**src/rtl/matmul_pkg.sv**
```systemverilog
// Shared types and constants for the matrix multiplier: FSM state encoding,
// saturation limits and the supported RAM read-latency range.
package matmul_pkg;

  typedef enum logic [2:0] {
    IDLE  = 3'd0,
    ISSUE = 3'd1,
    DRAIN = 3'd2,
    WRITE = 3'd3,
    DONE  = 3'd4
  } state_e;

  localparam int RD_LATENCY_MIN = 1;
  localparam int RD_LATENCY_MAX = 4;

  // Largest value representable in a signed element of width dw.
  function automatic logic signed [63:0] SAT_MAX(input int dw);
    return (64'sd1 <<< (dw - 1)) - 64'sd1;
  endfunction

  // Smallest value representable in a signed element of width dw.
  function automatic logic signed [63:0] SAT_MIN(input int dw);
    return -(64'sd1 <<< (dw - 1));
  endfunction

endpackage

```
**src/rtl/matmul_mac_unit.sv**
```systemverilog
// Datapath of the matrix multiplier: read-valid delay line, signed
// multiply-accumulate and the Q-format output stage.
// Optional macro MATMUL_SATURATE_EN: clamp results and flag overflow;
// otherwise results wrap to DATA_WIDTH bits and overflow stays 0.
module matmul_mac_unit
  import matmul_pkg::*;
#(
  parameter int DATA_WIDTH = 16,
  parameter int ACC_WIDTH  = 48,
  parameter int FRAC_BITS  = 8,
  parameter int RD_LATENCY = 1
) (
  input  logic                         clk,
  input  logic                         rst,
  input  logic                         start_clr_i,
  input  logic                         issue_i,
  input  logic                         acc_clr_i,
  input  logic                         load_i,
  input  logic signed [DATA_WIDTH-1:0] x_data_i,
  input  logic signed [DATA_WIDTH-1:0] y_data_i,
  output logic        [DATA_WIDTH-1:0] z_data_o,
  output logic                         overflow_o,
  output logic                         drain_last_o
);

  logic        [RD_LATENCY-1:0]   vld_q, vld_d;
  logic        [RD_LATENCY-1:0]   pend;
  logic                           mac_en;
  logic signed [2*DATA_WIDTH-1:0] prod;
  logic signed [ACC_WIDTH-1:0]    prod_ext;
  logic signed [ACC_WIDTH-1:0]    acc_q, acc_d, acc_sum;
  logic        [DATA_WIDTH-1:0]   z_q, z_d;

  // Delay line tracks which issued reads return data this cycle; the final
  // stage marks a valid x_data/y_data pair. drain_last is high when the
  // only outstanding read is the one being consumed now.
  always_comb begin
    vld_d        = (vld_q << 1) | RD_LATENCY'(issue_i);
    mac_en       = vld_q[RD_LATENCY-1];
    pend         = vld_q << 1;
    drain_last_o = (pend == '0);
  end

  // Full-width signed product, sign-extended and accumulated with wrap.
  always_comb begin
    prod     = x_data_i * y_data_i;
    prod_ext = ACC_WIDTH'(prod);
    acc_sum  = mac_en ? acc_q + prod_ext : acc_q;
    acc_d    = (start_clr_i || acc_clr_i) ? '0 : acc_sum;
  end

`ifdef MATMUL_SATURATE_EN
  localparam logic signed [ACC_WIDTH-1:0] SAT_HI = ACC_WIDTH'(SAT_MAX(DATA_WIDTH));
  localparam logic signed [ACC_WIDTH-1:0] SAT_LO = ACC_WIDTH'(SAT_MIN(DATA_WIDTH));

  logic signed [ACC_WIDTH-1:0] shifted;
  logic                        clamp;
  logic                        ovf_q, ovf_d;

  // Scale the final sum and clamp it into the element range.
  always_comb begin
    shifted = acc_sum >>> FRAC_BITS;
    clamp   = 1'b0;
    z_d     = z_q;
    if (load_i) begin
      z_d = shifted[DATA_WIDTH-1:0];
      if (shifted > SAT_HI) begin
        z_d   = SAT_HI[DATA_WIDTH-1:0];
        clamp = 1'b1;
      end else if (shifted < SAT_LO) begin
        z_d   = SAT_LO[DATA_WIDTH-1:0];
        clamp = 1'b1;
      end
    end
    ovf_d = ovf_q;
    if (start_clr_i) begin
      ovf_d = 1'b0;
    end else if (clamp) begin
      ovf_d = 1'b1;
    end
  end

  // Sticky overflow flag, cleared only by an accepted start.
  always_ff @(posedge clk or posedge rst) begin
    if (rst) begin
      ovf_q <= 1'b0;
    end else begin
      ovf_q <= ovf_d;
    end
  end

  assign overflow_o = ovf_q;
`else
  // Scale the final sum and keep its low DATA_WIDTH bits (two's-complement wrap).
  always_comb begin
    z_d = load_i ? acc_sum[FRAC_BITS +: DATA_WIDTH] : z_q;
  end

  assign overflow_o = 1'b0;
`endif

  // Accumulator, valid delay line and held result register.
  always_ff @(posedge clk or posedge rst) begin
    if (rst) begin
      vld_q <= '0;
      acc_q <= '0;
      z_q   <= '0;
    end else begin
      vld_q <= vld_d;
      acc_q <= acc_d;
      z_q   <= z_d;
    end
  end

  assign z_data_o = z_q;

endmodule

```
**src/rtl/matrix_multiplier_v3.sv**
```systemverilog
// Signed fixed-point matrix multiplier Z = X * Y over row-major RAMs.
// Issues one X/Y read pair per cycle, drains the read pipeline, writes one
// Z element, repeats. Addresses are stepped incrementally (no multipliers).
// Optional macro MATMUL_SATURATE_EN selects clamping with an overflow flag.
// Handshake: a one-cycle start pulse is accepted only while idle; busy is
// high from the next cycle through the done cycle; done pulses once at the end.
module matrix_multiplier_v3
  import matmul_pkg::*;
#(
  parameter int ADDR_WIDTH = 32,
  parameter int DATA_WIDTH = 16,
  parameter int ACC_WIDTH  = 48,
  parameter int FRAC_BITS  = 8,
  parameter int RD_LATENCY = 1
) (
  input  logic                  clk,
  input  logic                  rst,
  input  logic                  start,
  input  logic [ADDR_WIDTH-1:0] x_rows,
  input  logic [ADDR_WIDTH-1:0] y_cols,
  input  logic [ADDR_WIDTH-1:0] x_cols_y_rows,
  input  logic [DATA_WIDTH-1:0] x_data,
  input  logic [DATA_WIDTH-1:0] y_data,
  output logic [ADDR_WIDTH-1:0] x_addr,
  output logic [ADDR_WIDTH-1:0] y_addr,
  output logic                  x_ren,
  output logic                  y_ren,
  output logic [ADDR_WIDTH-1:0] z_addr,
  output logic [DATA_WIDTH-1:0] z_data,
  output logic                  z_wen,
  output logic                  busy,
  output logic                  done,
  output logic                  overflow
);

  if (RD_LATENCY < RD_LATENCY_MIN || RD_LATENCY > RD_LATENCY_MAX) begin : g_bad_latency
    $error("matrix_multiplier_v3: RD_LATENCY out of range");
  end

  localparam logic [ADDR_WIDTH-1:0] ONE = ADDR_WIDTH'(1);

  state_e                  state_q, state_d;
  logic [ADDR_WIDTH-1:0]   m_q, m_d, n_q, n_d, kd_q, kd_d;
  logic [ADDR_WIDTH-1:0]   i_q, i_d, j_q, j_d, k_q, k_d;
  logic [ADDR_WIDTH-1:0]   row_base_q, row_base_d;
  logic [ADDR_WIDTH-1:0]   x_addr_q, x_addr_d, y_addr_q, y_addr_d, z_addr_q, z_addr_d;
  logic                    start_clr, issue, acc_clr, load, drain_last;

  // Next-state logic and incremental address generation.
  always_comb begin
    state_d    = state_q;
    m_d        = m_q;
    n_d        = n_q;
    kd_d       = kd_q;
    i_d        = i_q;
    j_d        = j_q;
    k_d        = k_q;
    row_base_d = row_base_q;
    x_addr_d   = x_addr_q;
    y_addr_d   = y_addr_q;
    z_addr_d   = z_addr_q;
    start_clr  = 1'b0;
    issue      = 1'b0;
    acc_clr    = 1'b0;
    load       = 1'b0;
    case (state_q)
      IDLE: begin
        if (start) begin
          start_clr  = 1'b1;
          m_d        = x_rows;
          n_d        = y_cols;
          kd_d       = x_cols_y_rows;
          i_d        = '0;
          j_d        = '0;
          k_d        = '0;
          row_base_d = '0;
          x_addr_d   = '0;
          y_addr_d   = '0;
          z_addr_d   = '0;
          if (x_rows == '0 || y_cols == '0 || x_cols_y_rows == '0) begin
            state_d = DONE;
          end else begin
            state_d = ISSUE;
          end
        end
      end
      ISSUE: begin
        issue    = 1'b1;
        x_addr_d = x_addr_q + ONE;
        y_addr_d = y_addr_q + n_q;
        if (k_q == kd_q - ONE) begin
          k_d     = '0;
          state_d = DRAIN;
        end else begin
          k_d = k_q + ONE;
        end
      end
      DRAIN: begin
        if (drain_last) begin
          load    = 1'b1;
          state_d = WRITE;
        end
      end
      WRITE: begin
        acc_clr  = 1'b1;
        z_addr_d = z_addr_q + ONE;
        if (j_q == n_q - ONE) begin
          j_d        = '0;
          i_d        = i_q + ONE;
          row_base_d = row_base_q + kd_q;
          x_addr_d   = row_base_q + kd_q;
          y_addr_d   = '0;
        end else begin
          j_d      = j_q + ONE;
          x_addr_d = row_base_q;
          y_addr_d = j_q + ONE;
        end
        if (i_q == m_q - ONE && j_q == n_q - ONE) begin
          state_d = DONE;
        end else begin
          state_d = ISSUE;
        end
      end
      DONE: begin
        state_d = IDLE;
      end
      default: begin
        state_d = IDLE;
      end
    endcase
  end

  // State, latched dimensions, loop counters and address registers.
  always_ff @(posedge clk or posedge rst) begin
    if (rst) begin
      state_q    <= IDLE;
      m_q        <= '0;
      n_q        <= '0;
      kd_q       <= '0;
      i_q        <= '0;
      j_q        <= '0;
      k_q        <= '0;
      row_base_q <= '0;
      x_addr_q   <= '0;
      y_addr_q   <= '0;
      z_addr_q   <= '0;
    end else begin
      state_q    <= state_d;
      m_q        <= m_d;
      n_q        <= n_d;
      kd_q       <= kd_d;
      i_q        <= i_d;
      j_q        <= j_d;
      k_q        <= k_d;
      row_base_q <= row_base_d;
      x_addr_q   <= x_addr_d;
      y_addr_q   <= y_addr_d;
      z_addr_q   <= z_addr_d;
    end
  end

  matmul_mac_unit #(
    .DATA_WIDTH (DATA_WIDTH),
    .ACC_WIDTH  (ACC_WIDTH),
    .FRAC_BITS  (FRAC_BITS),
    .RD_LATENCY (RD_LATENCY)
  ) u_mac (
    .clk          (clk),
    .rst          (rst),
    .start_clr_i  (start_clr),
    .issue_i      (issue),
    .acc_clr_i    (acc_clr),
    .load_i       (load),
    .x_data_i     (x_data),
    .y_data_i     (y_data),
    .z_data_o     (z_data),
    .overflow_o   (overflow),
    .drain_last_o (drain_last)
  );

  assign x_addr = x_addr_q;
  assign y_addr = y_addr_q;
  assign z_addr = z_addr_q;
  assign x_ren  = (state_q == ISSUE);
  assign y_ren  = (state_q == ISSUE);
  assign z_wen  = (state_q == WRITE);
  assign busy   = (state_q != IDLE);
  assign done   = (state_q == DONE);

endmodule
```
**config.mk**
```make
export PLATFORM = sky130hd
export DESIGN_NAME = matrix_multiplier_v3
export DESIGN_NICKNAME = d
export VERILOG_FILES = /design/src/rtl/matmul_pkg.sv /design/src/rtl/matmul_mac_unit.sv /design/src/rtl/matrix_multiplier_v3.sv
export SDC_FILE = /design/constraint.sdc
export NUM_CORES = 2
export LEC_CHECK = 0
export CORE_MARGIN = 1.5
export CORE_UTILIZATION = 40
export CTS_CLUSTER_DIAMETER = 60
export CTS_CLUSTER_SIZE = 25
export DETAILED_ROUTE_END_ITERATION = 10
export PLACE_DENSITY = 0.64
export SYNTH_ARGS = -nofsm -noshare
export SYNTH_HDL_FRONTEND = slang
export SYNTH_SLANG_ARGS = --single-unit
```
**constraint.sdc**
```tcl
create_clock -name clk -period 40.7 [get_ports clk]
set_input_delay 10.175 -clock clk [delete_from_list [all_inputs] [get_ports clk]]
set_output_delay 10.175 -clock clk [all_outputs]
set_load 0.05 [all_outputs]
```
# [Yosys cells after proc, flatten, opt, wreduce, memory -nomap -nowiden]
# Index checks and enable logic that the tools add are counted.
[totals] ff_bits=388 word_cells=80
[op_classes] n_addsub=11 mul=1 n_eq_ne=10 mux=24 n_reduce_logical=19
[ops] cell="case mux 32 bit (2 select lines)" count=5
[ops] cell="case mux 32 bit (3 select lines)" count=2
[ops] cell="adder 32 x 1 -> 32 bit (second input constant)" count=5
[ops] cell="2-to-1 mux 32 bit" count=5
[ops] cell="equality test 32 bit" count=3
[ops] cell="logical NOT 32 bit" count=3
[ops] cell="2-to-1 mux 48 bit" count=2
[ops] cell="subtractor 32 x 1 -> 32 bit (second input constant)" count=3
[ops] cell="adder 32 bit" count=2
[ops] cell="adder 48 x 32 -> 48 bit" count=1
[ops] cell="multiplier 16 x 16 -> 32 bit" count=1
[ops] cell="2-to-1 mux 3 bit" count=4
[ops] cell="case mux 3 bit (4 select lines)" count=1
[ops] cell="AND reduction 2 bit" count=5
[ops] cell="equality test 3 x 2 -> 1 bit (second input constant)" count=2
[ops] cell="nonzero test 2 bit" count=3
[ops] cell="nonzero test 3 bit" count=2
[ops] cell="2-to-1 mux 1 bit" count=5
[ops] cell="!= test 2 x 1 -> 1 bit (second input constant)" count=2
[ops] cell="equality test 3 x 1 -> 1 bit (second input constant)" count=1
[ops] cell="equality test 3 bit (second input constant)" count=1
[ops] cell="logical NOT 3 bit" count=1
[ops] cell="logical OR 1 bit" count=3
[ops] cell="AND reduction 3 bit" count=1
[ops] cell="other kinds (2)" count=2

# [Depth between registers and ports, before layout]
[depth] depth_word=6 ltp_mapped=24 mapped_depth_nobuf=22

# [Modules after synthesis]
# From an unflattened synthesis, not the netlist that was laid out.
[hier_totals] hier_cells=3954 hier_area_um2=33019.2
[modules_own_cells] mod="matrix_multiplier_v3" n_inst=1 cells_each=2811 area_per_inst_um2=22829.4 seq_area_each_um2=8082.8
[modules_own_cells] mod="matmul_mac_unit" n_inst=1 cells_each=1143 area_per_inst_um2=10189.8 seq_area_each_um2=1026.0

# [Worst setup path before layout]
# OpenSTA, ideal clock, no wires.
[synth_timing] path_type="input-to-reg" start="input port y_data[9]" end="register u_mac.acc_q[22]" arrival_ns=15.600 slack_ns=24.963 path_stages=23 path_buffers=1 path_cell_list="clkbuf_1 nand2_1 fa_1 inv_1 fa_1 inv_1 fa_1 inv_1 fa_1 fa_1 inv_1 fa_1 inv_1 ha_1 a21o_1 a21oi_1 nor2_1 a211oi_1 o21a_1 o21ai_0 a21oi_1 mux2i_1 a21oi_1"
[synth_via] elab_chain_len=4
[synth_lines] element="start, declared" line_no="matrix_multiplier_v3.sv:23" source="input logic [DATA_WIDTH-1:0] y_data,"
[synth_lines] element="multiplier 16 x 16 -> 32 bit" line_no="matmul_mac_unit.sv:46" source="prod = x_data_i * y_data_i;"
[synth_lines] element="adder 48 x 32 -> 48 bit" line_no="matmul_mac_unit.sv:48" source="acc_sum = mac_en ? acc_q + prod_ext : acc_q;"
[synth_lines] element="2-to-1 mux 48 bit" line_no="matmul_mac_unit.sv:48"
[synth_lines] element="2-to-1 mux 48 bit" line_no="matmul_mac_unit.sv:49" source="acc_d = (start_clr_i || acc_clr_i) ? '0 : acc_sum;"
[synth_lines] element="via u_mac.acc_d[22]" line_no="matmul_mac_unit.sv:31" source="logic signed [ACC_WIDTH-1:0] acc_q, acc_d, acc_sum;"
[synth_lines] element="end signal, assigned" line_no="matmul_mac_unit.sv:106" source="acc_q <= '0;"
[synth_lines] element="end signal, assigned" line_no="matmul_mac_unit.sv:110" source="acc_q <= acc_d;"
[synth_lines] element="end, declared" line_no="matmul_mac_unit.sv:31"
# The timed path passes the listed nets, and every way through them passes these cells. The select of a mux whose other input is x is not followed.
# A chain may end at the register's enable or synchronous reset.

# [Worst setup path in the final report]
[layout_timing] start="input port x_data[4]" end="register u_mac.z_q[15] (netlist: u_mac.z_data_o[15])"
[layout_via] elab_chain_len=3
[layout_lines] element="start, declared" line_no="matrix_multiplier_v3.sv:22" source="input logic [DATA_WIDTH-1:0] x_data,"
[layout_lines] element="multiplier 16 x 16 -> 32 bit" line_no="matmul_mac_unit.sv:46"
[layout_lines] element="adder 48 x 32 -> 48 bit" line_no="matmul_mac_unit.sv:48"
[layout_lines] element="2-to-1 mux 48 bit" line_no="matmul_mac_unit.sv:48"
[layout_lines] element="end signal, assigned" line_no="matmul_mac_unit.sv:111" source="z_q <= z_d;"
[layout_lines] element="end, declared" line_no="matmul_mac_unit.sv:32" source="logic [DATA_WIDTH-1:0] z_q, z_d;"
# Every way passes these cells. The select of a mux whose other input is x is not followed.

==> results.py <==
metrics = {
    "final_layout": {
        "layout.nets": 4431,
        "syn_to_final_growth_pct": 14.72,
        "final_core_util_pct": 46.54,
        "final_cells": 5022,
        "layout.cells.most_common": "nand2_1",
        "final_cell_mix": "nand2_1, inv_1, dfrtp_1, clkdlybuf4s50_1, fa_1",
        "final_area_mm2": 0.03694,
        "n_antenna_cell": 0,
        "drive_above_1_share_pct": 3.550,
    },
    "clock_network": {
        "cts_tree": "yes",
        "clkTransAtPathRegs_ns": 0.07,
        "htree_levels": 2,
        "post_cts_buffers": 0,
        "cts_hold_buf": 0,
        "clock_path_buffers": 3,
        "cts_buffers": 42,
        "cts_root_buf": "clkbuf_16",
        "cts_sinks": 364,
        "post_cts_resized": 0,
        "clock_latency_ns": 0.60,
    },
    "grt": {
        "grt_pass1_vias": 26813,
        "grt_max_degree": 108,
        "grt_pass1_wl_um": 150900,
        "grt_usage_pct": 22.75,
        "antenna_found_initial": 1,
        "gr-total-overflow": 0,
    },
    "drt": {
        "wl_per_cell_um": 18.45,
        "ant_nets": 0,
        "vias": 27565,
        "drc": 0,
        "drt_iter0_markers": 1923,
        "viasPerCell": 5.489,
        "dr.pass1.iters": 6,
        "drt_wl_total_um": 92680,
    },
    "sta": {
        "fin_ws_ns": 24.25,
        "timing.final.crit_share_pct": 40.41,
        "tightest_slew_ns": 1.089,
        "slew_violations": 0,
        "relSlewSlack_pct": 26.70,
        "hold_violations": 0,
        "fin_skew_ns": 0.04066,
        "setup_tns_ns": 0,
        "finalCriticalPeriod_ns": 16.45,
        "holdWs_ns": 0.4809,
        "rsz0062_at_grt": "no",
        "max_clock_freq_ghz": 0.06080,
        "finalSetupViolCount": 0,
    },
    "setup_path": {
        "cp_max_fo": 16,
        "start_kind": "input port",
        "cp-end-kind": "register",
        "ff2ff_setup_slack_ns": 35.21,
        "path_class": "in2reg",
        "crit_arrival_ns": 16.88,
        "cp.required_ns": 41.13,
    },
    "power": {
        "switchingPower_mw": 1.713,
        "leakagePower_nw": 16.80,
        "vdd_drop_max_mv": 0.1049,
        "clkPwrFrac_pct": 12.1,
        "power_frac_seq_pct": 20.3,
        "p_sw_share_pct": 50.85,
        "pwr-share-comb_pct": 67.6,
        "power_mw": 3.369,
        "p_int_mw": 1.656,
        "powerDensity_mw_per_mm2": 91.19,
    },
    "run_status": {
        "status": "finished clean",
    },
    "yosys": {
        "synth_compound_area_share_pct": 14.11,
        "synth_top_family_by_area": "simple AND/OR/NAND/NOR gates",
        "synth-edff-count": 0,
        "ys.flop_type": "dfrtp_1",
        "synthMuxAreaShare_pct": 2.164,
        "synth_fa_ha_area_share_pct": 18.98,
        "yosys.area_share.xor_xnor_pct": 7.005,
        "ys_ff_latch": 364,
        "syn_nets": 4305,
        "yosysWarnings": 0,
        "ys_types": 88,
        "avgSynthCellArea_um2": 8.448,
        "ys_async_sr_fraction_pct": 100.0,
        "ys_seq_area_share_pct": 28.29,
        "synth-simple-area-share_pct": 22.58,
        "syn_area_mm2": 0.03220,
        "synth_cells": 3812,
    },
    "die": {
        "fp-row-count": 103,
        "die_w_um": 286.7,
        "io_pins": 249,
        "dieHeight_um": 286.7,
        "coreArea_mm2": 0.07939,
        "floorplan.initialDensity_pct": 40.57,
        "die-area_mm2": 0.08222,
    },
    "place": {
        "dpl-instance-area_mm2": 0.03546,
        "place_ws_ns": 23.71,
        "gp_congestion": 0.8810,
        "dp_cells": 4944,
        "numPortBuffers": 247,
        "hpwlAfterDp_um": 69750,
    },
    "min_path": {
        "min_path_type": "reg2reg",
    },
    "job": {
        "drv_cap": 0,
    },
}
[flip-flops by register name, summed over array words and instances, names as in the netlist]
name	cells
i_q	32
j_q	32
k_q	32
kd_q	32
m_q	32
n_q	32
row_base_q	32
state_q	3
u_mac.acc_q	24
u_mac.mac_en	1
u_mac.z_data_o	16
x_addr	32
y_addr	32
z_addr	32
[cells in the mapped netlist (17+ instances only)]
| cell | number | area (um^2) |
|---|---|---|
| and3_1 | 52 | 325.3 |
| nand4_1 | 50 | 312.8 |
| a21oi_1 | 133 | 665.6 |
| nor3_1 | 58 | 290.3 |
| xnor2_1 | 171 | 1498 |
| nor2_1 | 173 | 649.4 |
| inv_1 | 382 | 1434 |
| nor2b_1 | 17 | 106.4 |
| a22oi_1 | 30 | 225.2 |
| a31oi_1 | 83 | 519.3 |
| and4_1 | 21 | 183.9 |
| o21ai_0 | 182 | 910.9 |
| nor4_1 | 66 | 412.9 |
| nand2b_1 | 42 | 262.8 |
| a21o_1 | 33 | 247.7 |
| clkbuf_1 | 148 | 555.5 |
| or3_1 | 34 | 212.7 |
| fa_1 | 211 | 4224 |
| or4_1 | 20 | 150.1 |
| o31ai_1 | 21 | 157.7 |
| ha_1 | 151 | 1889 |
| dfrtp_1 | 364 | 9109 |
| mux2i_1 | 64 | 640.6 |
| xor2_1 | 84 | 735.7 |
| nand2_1 | 620 | 2327 |
| and2_1 | 143 | 894.6 |
| buf_1 | 18 | 67.56 |
| nand3_1 | 138 | 690.7 |
| a211oi_1 | 22 | 165.2 |
| o211ai_1 | 24 | 180.2 |
| buf_2 | 19 | 95.09 |
[final cells by class]
class                           instances  area [um^2]
Clock buffer                           50         1142
Clock inverter                         28        337.8
Fill cell                            7756        42440
Inverter                              382         1441
Multi-Input combinational cell       2875        20930
Sequential cell                       364         9109
Tap cell                             1050         1314
Timing Repair Buffer                  273         2668
[logic make-up (layout without fill, tap and decap cells)]
family,count (synthesis),in the layout
DFF,364,364
and+or+nand+nor,1491,1491
adders and majority gates,362,362
other,1,1
xor gates and xnor gates,256,256
AOI/OAI and AO/OA,696,696
buffers and inverters,573,733
muxes,69,69
[power by group through the flow]
stage                     sequential, mW  clock [mW]  combinational [mW]
after detailed placement           0.687           0                2.26
after floorplan                    0.701           0                1.70
final                              0.683       0.409                2.28
after CTS                          0.681       0.421                2.29
after global placement             0.685           0                2.23
after global routing               0.705       0.433                2.59
[worst max-delay path, cell delays in order]
cell	delay, ns
clkdlybuf4s50_1	0.75
and2_1	0.35
fa_1	0.53
inv_1	0.05
fa_1	0.49
fa_1	0.52
inv_1	0.05
ha_1	0.30
fa_1	0.54
inv_1	0.05
fa_1	0.54
inv_1	0.06
ha_1	0.35
a2111oi_0	0.38
o21ai_0	0.20
a41oi_1	0.61
o2111ai_1	0.27
a41oi_1	0.30
xnor2_1	0.10
mux2i_1	0.16
o21ai_0	0.10
[worst paths after layout]
kind,from,to,cells past startpoint
worst min-delay path,u_mac.z_data_o[12],u_mac.z_data_o[12],2
max in group asynchronous,rst,u_mac.acc_q[23],3
worst max-delay path,x_data[4],u_mac.z_data_o[15],21
min in group asynchronous,rst,m_q[8],2
worst max register to register,u_mac.acc_q[10],u_mac.z_data_o[15],18
worst min register to register,u_mac.z_data_o[12],u_mac.z_data_o[12],2
[metal layers]
| layer | part of all wire (%) | vias up | GRT usage [%] |
|---|---|---|---|
| met5 | 0.014 | - | 0 |
| met4 | 1.7 | 2 | 4.382 |
| met3 | 6.2 | 94 | 3.808 |
| met2 | 46 | 726 | 36.32 |
| met1 | 47 | 13468 | 32.51 |
| li1 | - | 13275 | - |
No activity file was read; power rests on OpenSTA's default activity.
